$ cat src/rtl/split_var_arbiter_sc.sv
// split_var_arbiter_sc: round-robin arbiter sequencing two requesters onto one split-variable datapath
module split_var_arbiter_sc #(
    parameter int HOLD_CYCLES = 2
) (
    input  logic       clock_sc,
    input  logic       rst_n_sc,
    input  logic       req_a_sc,
    input  logic       req_b_sc,
    input  logic       data_a_sc,
    input  logic       en_a_sc,
    input  logic       data_b_sc,
    input  logic       en_b_sc,
    output logic       gnt_a_sc,
    output logic       gnt_b_sc,
    output logic       busy_sc,
    output logic       owner_sc,
    output logic       done_sc,
    output logic [1:0] data_split_out_sc,
    output logic       state_out_sc
);
    if (HOLD_CYCLES < 1 || HOLD_CYCLES > 15) begin : g_bad_hold
        $error("HOLD_CYCLES must be in 1..15");
    end
    typedef enum logic [1:0] {IDLE, LOAD, HOLD, DONE} state_t;
    state_t     fsm;
    logic [3:0] cnt;
    logic       last_owner;
    logic       op_d;
    logic       op_e;
    logic       win;
    logic       pick_b;
    // B wins when alone, or when both request and A owned the previous transaction
    always_comb begin
        win    = req_a_sc | req_b_sc;
        pick_b = req_b_sc & (~req_a_sc | ~last_owner);
    end
    // Sequencer: arbitrate in IDLE, load the datapath once, hold, then report completion
    always_ff @(posedge clock_sc or negedge rst_n_sc) begin
        if (!rst_n_sc) begin
            fsm               <= IDLE;
            cnt               <= 4'd0;
            last_owner        <= 1'b1;
            op_d              <= 1'b0;
            op_e              <= 1'b0;
            gnt_a_sc          <= 1'b0;
            gnt_b_sc          <= 1'b0;
            busy_sc           <= 1'b0;
            owner_sc          <= 1'b0;
            done_sc           <= 1'b0;
            data_split_out_sc <= 2'b00;
            state_out_sc      <= 1'b0;
        end else begin
            gnt_a_sc <= 1'b0;
            gnt_b_sc <= 1'b0;
            done_sc  <= 1'b0;
            case (fsm)
                IDLE: begin
                    busy_sc <= win;
                    if (win) begin
                        owner_sc <= pick_b;
                        gnt_a_sc <= ~pick_b;
                        gnt_b_sc <= pick_b;
                        op_d     <= pick_b ? data_b_sc : data_a_sc;
                        op_e     <= pick_b ? en_b_sc : en_a_sc;
                        fsm      <= LOAD;
                    end
                end
                LOAD: begin
                    data_split_out_sc <= {op_d | op_e, op_d & op_e};
                    state_out_sc      <= state_out_sc ^ (op_d | op_e);
                    cnt               <= 4'(HOLD_CYCLES - 1);
                    fsm               <= (HOLD_CYCLES > 1) ? HOLD : DONE;
                end
                HOLD: begin
                    cnt <= cnt - 4'd1;
                    if (cnt == 4'd1) fsm <= DONE;
                end
                DONE: begin
                    done_sc    <= 1'b1;
                    last_owner <= owner_sc;
                    fsm        <= IDLE;
                end
                default: fsm <= IDLE;
            endcase
        end
    end
endmodule

$ cat config.mk
export PLATFORM = sky130hd
export DESIGN_NAME = split_var_arbiter_sc
export DESIGN_NICKNAME = d
export VERILOG_FILES = /design/src/rtl/split_var_arbiter_sc.sv
export SDC_FILE = /design/constraint.sdc
export NUM_CORES = 1
export LEC_CHECK = 0
export ABC_AREA = 1
export ABC_CLOCK_PERIOD_IN_PS = 1700
export CORE_ASPECT_RATIO = 1.25
export CORE_MARGIN = 3
export CORE_UTILIZATION = 25
export CTS_CLUSTER_DIAMETER = 60
export DETAILED_ROUTE_END_ITERATION = 12
export PLACE_DENSITY = 0.43
export RECOVER_POWER = 50
export SLEW_MARGIN = 20
export SYNTH_ARGS = -nofsm -noshare
export SYNTH_HDL_FRONTEND = slang
export SYNTH_SLANG_ARGS = --single-unit
$ cat constraint.sdc
create_clock -name clock_sc -period 1.7 [get_ports clock_sc]
set_clock_uncertainty 0.1 [all_clocks]
set_input_delay 0.51 -clock clock_sc [delete_from_list [all_inputs] [get_ports clock_sc]]
set_output_delay 0.51 -clock clock_sc [all_outputs]
set_load 0.005 [all_outputs]
Word-level counts from Yosys, hierarchy flattened
Index checks and enable logic that the tools add are counted.

Bits in registers: 17. Bits in latches: 0. Memory bits (writable): 0. Bits in read-only memories: 0. Output and inout port bits: 8. Memories: 0.

Add/subtract/negate cells: 1. Multipliers: 0. Div/mod/pow operators: 0. Magnitude comparators: 0. Equality and inequality tests: 6. Shift operators: 0. Mux-type cells: 11. Bitwise operators: 9. Reduce and logical (&&, ||, !) cells: 4.

Operators with widths (number): 2-bit one-hot mux with 4 select lines (1); 4-bit one-hot mux with 2 select lines (1); 1-bit 2-to-1 mux (7); 2-bit equality test, second input constant (2); 4-bit by 1-bit equality test with 1-bit output, second input constant (1); 2-bit 2-to-1 mux (2); 2-bit inequality test, second input constant (2); 2-bit AND reduction (2); 4-bit by 1-bit subtractor with 4-bit output, second input constant (1); 1-bit NOT (3); 1-bit OR (3); 1-bit bitwise AND (2); 2-bit by 1-bit equality test with 1-bit output, second input constant (1); 2-bit logical NOT (1); 2-bit nonzero test (1); 1-bit bitwise XOR (1).

Logic depth before layout (Yosys ltp)
Gate-level depths: netlist of run 1.

Depth in word-level cells: 6. Gate-level depth with buffers: 7. Depth with buffers taken out: 7.

Least setup slack after synthesis of run 1
No wires, ideal clock.

Path kind: reg-to-reg. Start point: register fsm[0]. End point: register cnt[2]. Setup time: 0.080 ns. Arrival: 1.150 ns. Setup slack: 0.370 ns. Stages on the path, launching flop included: 5. Clock period less this slack: 1.330 ns. Cell sequence: dfrtp_1 inv_1 ha_1 and3_1 nor3b_2.

Cells in the longest elaborated chain, start to end: 2. Elaborated cells on any way between the ends: 4. Those cells by class: eq/ne: 2; mux: 1; reduce/logical: 1.

RTL lines: start, declared (line 25) `state_t fsm;`; start signal, assigned (line 72) `fsm <= (HOLD_CYCLES > 1) ? HOLD : DONE;`; 2-bit equality test or 2-bit by 1-bit equality test with 1-bit output (tied branches) (line 56) `case (fsm)`; 4-bit one-hot mux with 2 select lines or 2-bit nonzero test (tied branches); end signal, assigned (line 71) `cnt <= 4'(HOLD_CYCLES - 1);`; end signal, assigned (line 75) `cnt <= cnt - 4'd1;`; end, declared (line 26) `logic [3:0] cnt;`.

Several ways; a longest one is shown, not always the timed one. A chain may end at the register's enable or synchronous reset.

Worst setup path in the final report of run 1
Start point: register state_out_sc. End point: output state_out_sc.

RTL lines: start, declared (line 19) `output logic state_out_sc`; start signal, assigned (line 70) `state_out_sc <= state_out_sc ^ (op_d | op_e);`.

No word-level cell between the ends.

==> results.md, run 1 <==
* Outcome: finished, final reports clean
* I/O pin count at 16
* Clock share of power at 11.6%
* Total GRT Usage at under 10%
* Worst Path Arrival at around 0.95 ns
* CTS tree: done
* Initial Util at 26.98%
* Total Nets Final at 128
* Worst R2R Start: fsm[1]
* DRT Pass-1 Iters at 2
* N_diodes at 0
* Initial detailed-routing violation count at 7
* # DRC at 0
* Mapped Cells at between 80 and 90
* Initial antenna violation count at 0
* Area leader, netlist: dfrtp_1
* Syn Area/Cell at 9.180 um^2
* Commonest cells post-synth: 24 x nand2_1, 16 x dfrtp_1, 8 x inv_1
* TritonCTS Buffers at 3
* First-pass GRT wire length at 2711 um
* Vias in the first global route at slightly above 600
* Final setup TNS at 0 ns
* Clock Pin Slew Worst Setup and Hold Paths at 0.10 ns
* ANT nets after route at 0
* Dominant synthesized flop cell: dfrtp_1
* Share of layout cells above drive strength 1 at between 10% and 20%
* Req. time, crit path at 1.09 ns
* Period utilization at between 90% and 100%
* Filler cells at between 300 and 400
* Logic pwr share at 49.1%
* Psw at 0.7201 mW
* Sequential Power Share at 39.2%
* Worst VDD drop at around 0.70 mV
* LEAKAGE at 0.5462 nW
* Remaining global-route overflow at 0
* RR Endpoint: cnt[3]
* Final WL at approximately 1600 um
* Via count at 656
* Critical-path cell list: dlygate4sd2_1
* Relative slew slack at 69.65%
* IO buf count at 15
* Area of the die at 0.003994 mm^2
* Final Setup Violations at 0
* Power Dens Cells at 1735 mW/mm^2
* Period minus WS final at 1.556 ns
* CP Capture Type: output pin
* WP depth at 1
* Largest net degree at the start of global routing at 18
* Hold path cells at 1
* # rows at 22
* #FFs+latches synth at 17
* Cell family with most CP delay: flip-flops
* # hold bufs at CTS at 0
* Clk_lat worst skew at 0.28 ns
* Max clock buf depth at 2
* Routed WL per cell at 10.68 um
* Worst R2R Setup Slack at 0.24 ns
* Highest-delay cell along the critical path: dfrtp_1
* Worst slack at placement at 0.01563 ns
* Mapped Area at between 800 and 900 um^2
* FMAX at 0.6427 GHz
* Worst slew pin tran at 0.4553 ns
* Hold Path Origin: state_out_sc
* Die width at 57.13 um
* Top cell type's share of synthesized area at 49.00%
* Slowest stage delay, CP at roughly 0.4 ns
* Slew Viols, Final at 0
* Yosys warns at 0
* GP Congestion at 0.7537
* Fraction of registers with async set/reset at 100.0%
* Final HPWL DP at 1224 um
* Syn nets at ~100
* Hold Path Class: flip-flop to flip-flop
* Destination of the worst hold path: state_out_sc
* Power Internal at 1.105 mW
* Slack of the critical path at approximately 0.14 ns
* Unique masters post-synth at 19
* DR vias/cell at 4.432
* Cells on worst reg2reg path at 7
* Crit path max fanout at 2
* P&R area growth vs syn at 28.79%
* Clock sink count at 17
* Critical path class: flip-flop to output pin
* Sw Share at 39.45%
* # H-tree levels at 1
* Max Cap Viol at 0
* Bufs and invs on worst path at 1
* Crit path launch type: flip-flop
* Die Height at 69.92 um
* Unrepaired setup endpoints after global routing: no
* Cell with the most instances after synthesis: nand2_1
* Hold Vio Cnt, Final at 0
* Top post-synthesis cells by area: dfrtp_1 49%, nand2_1 11%, ha_1 11%, nand3_1 3.7%, inv_1 3.7%
* EDFF count, synth at 0
* Clock root cell: clkbuf_4
* Seq/Total Area, Yosys at between 50% and 60%
* Core box area at between 0.003 and 0.004 mm^2
==> power by group through the flow <==
stage | sequential [mW] | combinational [mW] | clock, mW
final | 0.716 | 0.897 | 0.212
after global routing | 0.742 | 1.04 | 0.249
after CTS | 0.721 | 0.937 | 0.234
after detailed placement | 0.737 | 0.965 | 0
after global placement | 0.738 | 0.959 | 0
after floorplan | 0.725 | 0.602 | 0
==> logic make-up after synthesis <==
kind of cell | count (synthesis) | share of synthesized area [%]
buf+inv | 10 | 4.595
compound gates | 11 | 7.197
flops | 17 | 52.22
xor+xnor | 1 | 1.072
simple gates | 42 | 22.82
fa+ha+maj | 7 | 10.72
mux | 1 | 1.378
==> layout make-up <==
cell class / instances / area (um^2) / area share [%]
sequential: 17 / 426.7 / 40.55
inverter: 10 / 37.54 / 3.567
tap: 36 / 45.04 / 4.281
multi-input combinational: 62 / 352.8 / 33.53
clock buffer: 4 / 26.28 / 2.497
timing repair buffer: 19 / 163.9 / 15.58
==> worst max-delay path by stage <==
stage	start	slack (ns)	endpoint
floorplan	fsm[0]	0.37	cnt[2]
global placement	req_b_sc	0.004	op_e
global route	data_split_out_sc[0]	0.1	data_split_out_sc[0]
CTS	state_out_sc	0.12	state_out_sc
detailed placement	req_b_sc	0.02	op_d
finish	state_out_sc	0.14	state_out_sc
==> placed cells by master, fill, tap and decap left out, drive strengths merged, types with 2 or more instances in the layout <==
| cell type | instances |
|---|---|
| nand2 | 26 |
| dfrtp | 16 |
| inv | 10 |
| dlygate4sd2 | 8 |
| o21ai | 8 |
| ha | 7 |
| nor2 | 7 |
| nand3 | 6 |
| clkbuf | 6 |
| clkdlybuf4s50 | 5 |
| a21oi | 3 |
| dlygate4sd3 | 2 |
| buf | 2 |
==> per-stage QoR <==
stage          instances  utilization, %  total power, mW  cell area (um^2)  hold WS (ns)
2_1_floorplan         89               -            1.327             817.0        0.1144
3_3_place_gp         143           34.17            1.697              1035        0.3621
3_5_place_dp         143           34.17            1.702              1035        0.3723
4_1_cts              148           34.96            1.892              1059        0.3857
5_1_grt              148           34.75            2.028              1052        0.3941
6_report             148           34.75            1.826              1052        0.3796
==> registers in the layout (all words and copies together) (netlist names) <==
| name | flops |
|---|---|
| data_split_out_sc | 2 |
| op_e | 1 |
| done_sc | 1 |
| gnt_b_sc | 1 |
| cnt | 4 |
| owner_sc | 1 |
| last_owner | 1 |
| gnt_a_sc | 1 |
| fsm | 2 |
| busy_sc | 1 |
| op_d | 1 |
| state_out_sc | 1 |
==> metal layers <==
metal,GRT usage [%],wire length (um),share of wire [%],vias to the layer above
met4,3.866,17,1.1,0
met5,0,0,0,-
met3,2.773,107,6.8,2
met1,9.518,667,42,310
met2,14.74,788,50,15
li1,-,-,-,329
==> worst reg2reg max path, stage by stage, from the launching register on <==
cell	delay, ns
dfrtp_1	0.41
inv_1	0.10
ha_1	0.43
inv_2	0.07
nor2_2	0.10
nand3_1	0.07
nand2_1	0.06
nor2_1	0.03
==> repair_timing <==
item / CTS / global route
hold endpoints to repair: 0 / 0
setup buffers: 1 / 0
setup endpoints to repair: 8 / 0
resized for setup: 8 / 0
Power figures use the tool's default switching activity.
==> run 2, diff against run 1 <==
Settings changed: SKIP_LAST_GASP set to 1.
==> run 2 against run 1 <==
Effect of this change:
- combinational power rose by 0.4%
- non-clock buffer count did not move
- worst hold slack barely moved
- critical path depth did not move
- register-to-register slack barely moved
- sequential share of layout area fell by 0.14 points
- design area rose by 0.36%
==> results.md, run 2 (synthesized netlist as in run 1, its figures left out) <==
* Outcome: finished, final reports clean (unchanged)
* Placed Area at 0.001035 mm^2 (unchanged)
* Power Dens Cells at 1734 mW/mm^2 (was 1735 mW/mm^2)
* Finished Core Util at 34.88% (was 34.75%)
* Vias in the first global route at 620 (unchanged)
* Slack of the critical path at 0.1431 ns (was 0.1440 ns)
* Crit path max fanout at 2 (unchanged)
* Final Setup Violations at 0 (unchanged)
* Req. time, crit path at 1.09 ns (about the same)
* ANT nets after route at 0 (unchanged)
* First-pass GRT wire length at 2711 um (unchanged)
* Hold Vio Cnt, Final at 0 (unchanged)
* Final WL at 1592 um (was 1581 um)
* Highest-delay cell along the critical path: dfrtp_1 (unchanged)
* Multi-input combinational cell area at 352.8 um^2 (unchanged)
* Worst slack at placement at 0.01563 ns (unchanged)
* Initial antenna violation count at 0 (unchanged)
* Via count at 656 (unchanged)
* FMAX at 0.6423 GHz (was 0.6427 GHz)
* # rows at 22 (unchanged)
* Filler cells at 336 (unchanged)
* Largest regs: cnt: 4 flops, data_split_out_sc: 2 flops, fsm: 2 flops (unchanged)
* Cell family with most CP delay: flip-flops (unchanged)
* Remaining global-route overflow at 0 (unchanged)
* Critical-path cell list: dlygate4sd2_1 (unchanged)
* Final HPWL DP at 1224 um (unchanged)
* Clk_lat worst skew at 0.28 ns (about the same)
* Commonest non-fill, non-tap cell in the layout: nand2_1 (unchanged)
* IO buf count at 15 (unchanged)
* Max clock buf depth at 2 (unchanged)
* Period minus WS final at 1.557 ns (was 1.556 ns)
* P&R area growth vs syn at 29.25% (was 28.79%)
* Routed WL per cell at 10.76 um (was 10.68 um)
* DRT Pass-1 Iters at 3 (was 2)
* Die width at 57.13 um (unchanged)
* Crit path launch type: flip-flop (unchanged)
* Initial detailed-routing violation count at 10 (was 7)
* Slowest stage delay, CP at 0.40 ns (about the same)
* Max FFs per register at 4 (unchanged)
* Clock root cell: clkbuf_4 (unchanged)
* Register Area at 426.7 um^2 (unchanged)
* GP Congestion at 0.7537 (unchanged)
* Worst slew pin tran at 0.4542 ns (was 0.4553 ns)
* DR vias/cell at 4.432 (unchanged)
* # hold bufs at CTS at 0 (unchanged)
* Initial Util at 26.98% (unchanged)
* Final std cell area, no fill at 0.001056 mm^2 (was 0.001052 mm^2)
* Hold Path Class: flip-flop to flip-flop (unchanged)
* Most flop-heavy register: cnt (unchanged)
* Slew Viols, Final at 0 (unchanged)
* TritonCTS Buffers at 3 (unchanged)
* CP Capture Type: output pin (unchanged)
* Critical path class: flip-flop to output pin (unchanged)
* Relative slew slack at 69.72% (was 69.65%)
* Worst Path Arrival at 0.95 ns (about the same)
* CTS tree: done (unchanged)
* Period utilization at 91.58% (was 91.53%)
* I/O pin count at 16 (unchanged)
* Unrepaired setup endpoints after global routing: no (unchanged)
* Area of the die at 0.003994 mm^2 (unchanged)
* Largest net degree at the start of global routing at 18 (unchanged)
* Clock sink count at 17 (unchanged)
* # DRC at 0 (unchanged)
* Tot Pwr at 1.831 mW (was 1.826 mW)
* Total GRT Usage at 8.616% (unchanged)
* Bufs and invs on worst path at 1 (unchanged)
* Core box area at 0.003028 mm^2 (unchanged)
* Most frequent cells in the layout: 24 x nand2_1, 16 x dfrtp_1, 8 x inv_1 (was 24 x nand2_1, 16 x dfrtp_1, 8 x inv_1, 8 x dlygate4sd2_1, 7 x ha_1)
* N_diodes at 0 (unchanged)
* Die Height at 69.92 um (unchanged)
* Clock Pin Slew Worst Setup and Hold Paths at 0.10 ns (about the same)
* Share of layout cells above drive strength 1 at 13.39% (unchanged)
* Final setup TNS at 0 ns (unchanged)
* Max Cap Viol at 0 (unchanged)
* # H-tree levels at 1 (unchanged)
* Total Nets Final at 128 (unchanged)
* Worst VDD drop at 0.7057 mV (was 0.6951 mV)
* LEAKAGE at 0.5552 nW (was 0.5462 nW)
[run 2: cell count changes in the layout (fill, tap and decap cells not counted)]
cell,change
dlygate4sd2_1,-1
dlymetal6s2s_1,+1
[run 2: cell type report]
| cell class | count | area share, % |
|---|---|---|
| Sequential cell | 17 | 40.40 |
| Multi-Input combinational cell | 62 | 33.41 |
| Timing Repair Buffer | 19 | 15.88 |
| Tap cell | 36 | 4.265 |
| Inverter | 10 | 3.555 |
| Clock buffer | 4 | 2.488 |
[run 2: metal layers]
| layer | wire, um | vias up | share of wire, % | track usage [%] |
|---|---|---|---|---|
| li1 | - | 328 | - | - |
| met1 | 676 | 311 | 42 | 9.518 |
| met2 | 797 | 15 | 50 | 14.74 |
| met3 | 100 | 2 | 6.3 | 2.773 |
| met4 | 17 | 0 | 1.1 | 3.866 |
| met5 | 0 | - | 0 | 0 |
[run 2: through the flow]
stage          std cells  hold slack (ns)
2_1_floorplan         89           0.1144
6_report             148           0.3797
3_5_place_dp         143           0.3723
4_1_cts              148           0.3857
5_1_grt              148           0.3941
3_3_place_gp         143           0.3621
[run 2: final timing paths]
kind,startpoint,endpoint,slack [ns],cells after the start
min reg2reg,state_out_sc,state_out_sc,0.38,1
max in group asynchronous,rst_n_sc,last_owner,0.57,2
min,state_out_sc,state_out_sc,0.38,1
max reg2reg,fsm[1],cnt[3],0.24,7
min in group asynchronous,rst_n_sc,gnt_a_sc,0.58,2
max,state_out_sc,state_out_sc,0.14,1
[run 2: repair_timing]
| action | in CTS | in global routing |
|---|---|---|
| hold endpoints to repair | 0 | 0 |
| setup buffers | 1 | 0 |
| resized for setup | 7 | 1 |
| setup endpoints to repair | 8 | 1 |
[run 2: where the power goes]
group / internal [mW] / total, mW / switching, mW / leakage (nW)
sequential: 0.604 / 0.717 / 0.112 / 0.212
combinational: 0.414 / 0.901 / 0.486 / 0.329
clock: 0.0911 / 0.214 / 0.123 / 0.0150
total: 1.11 / 1.83 / 0.721 / 0.555
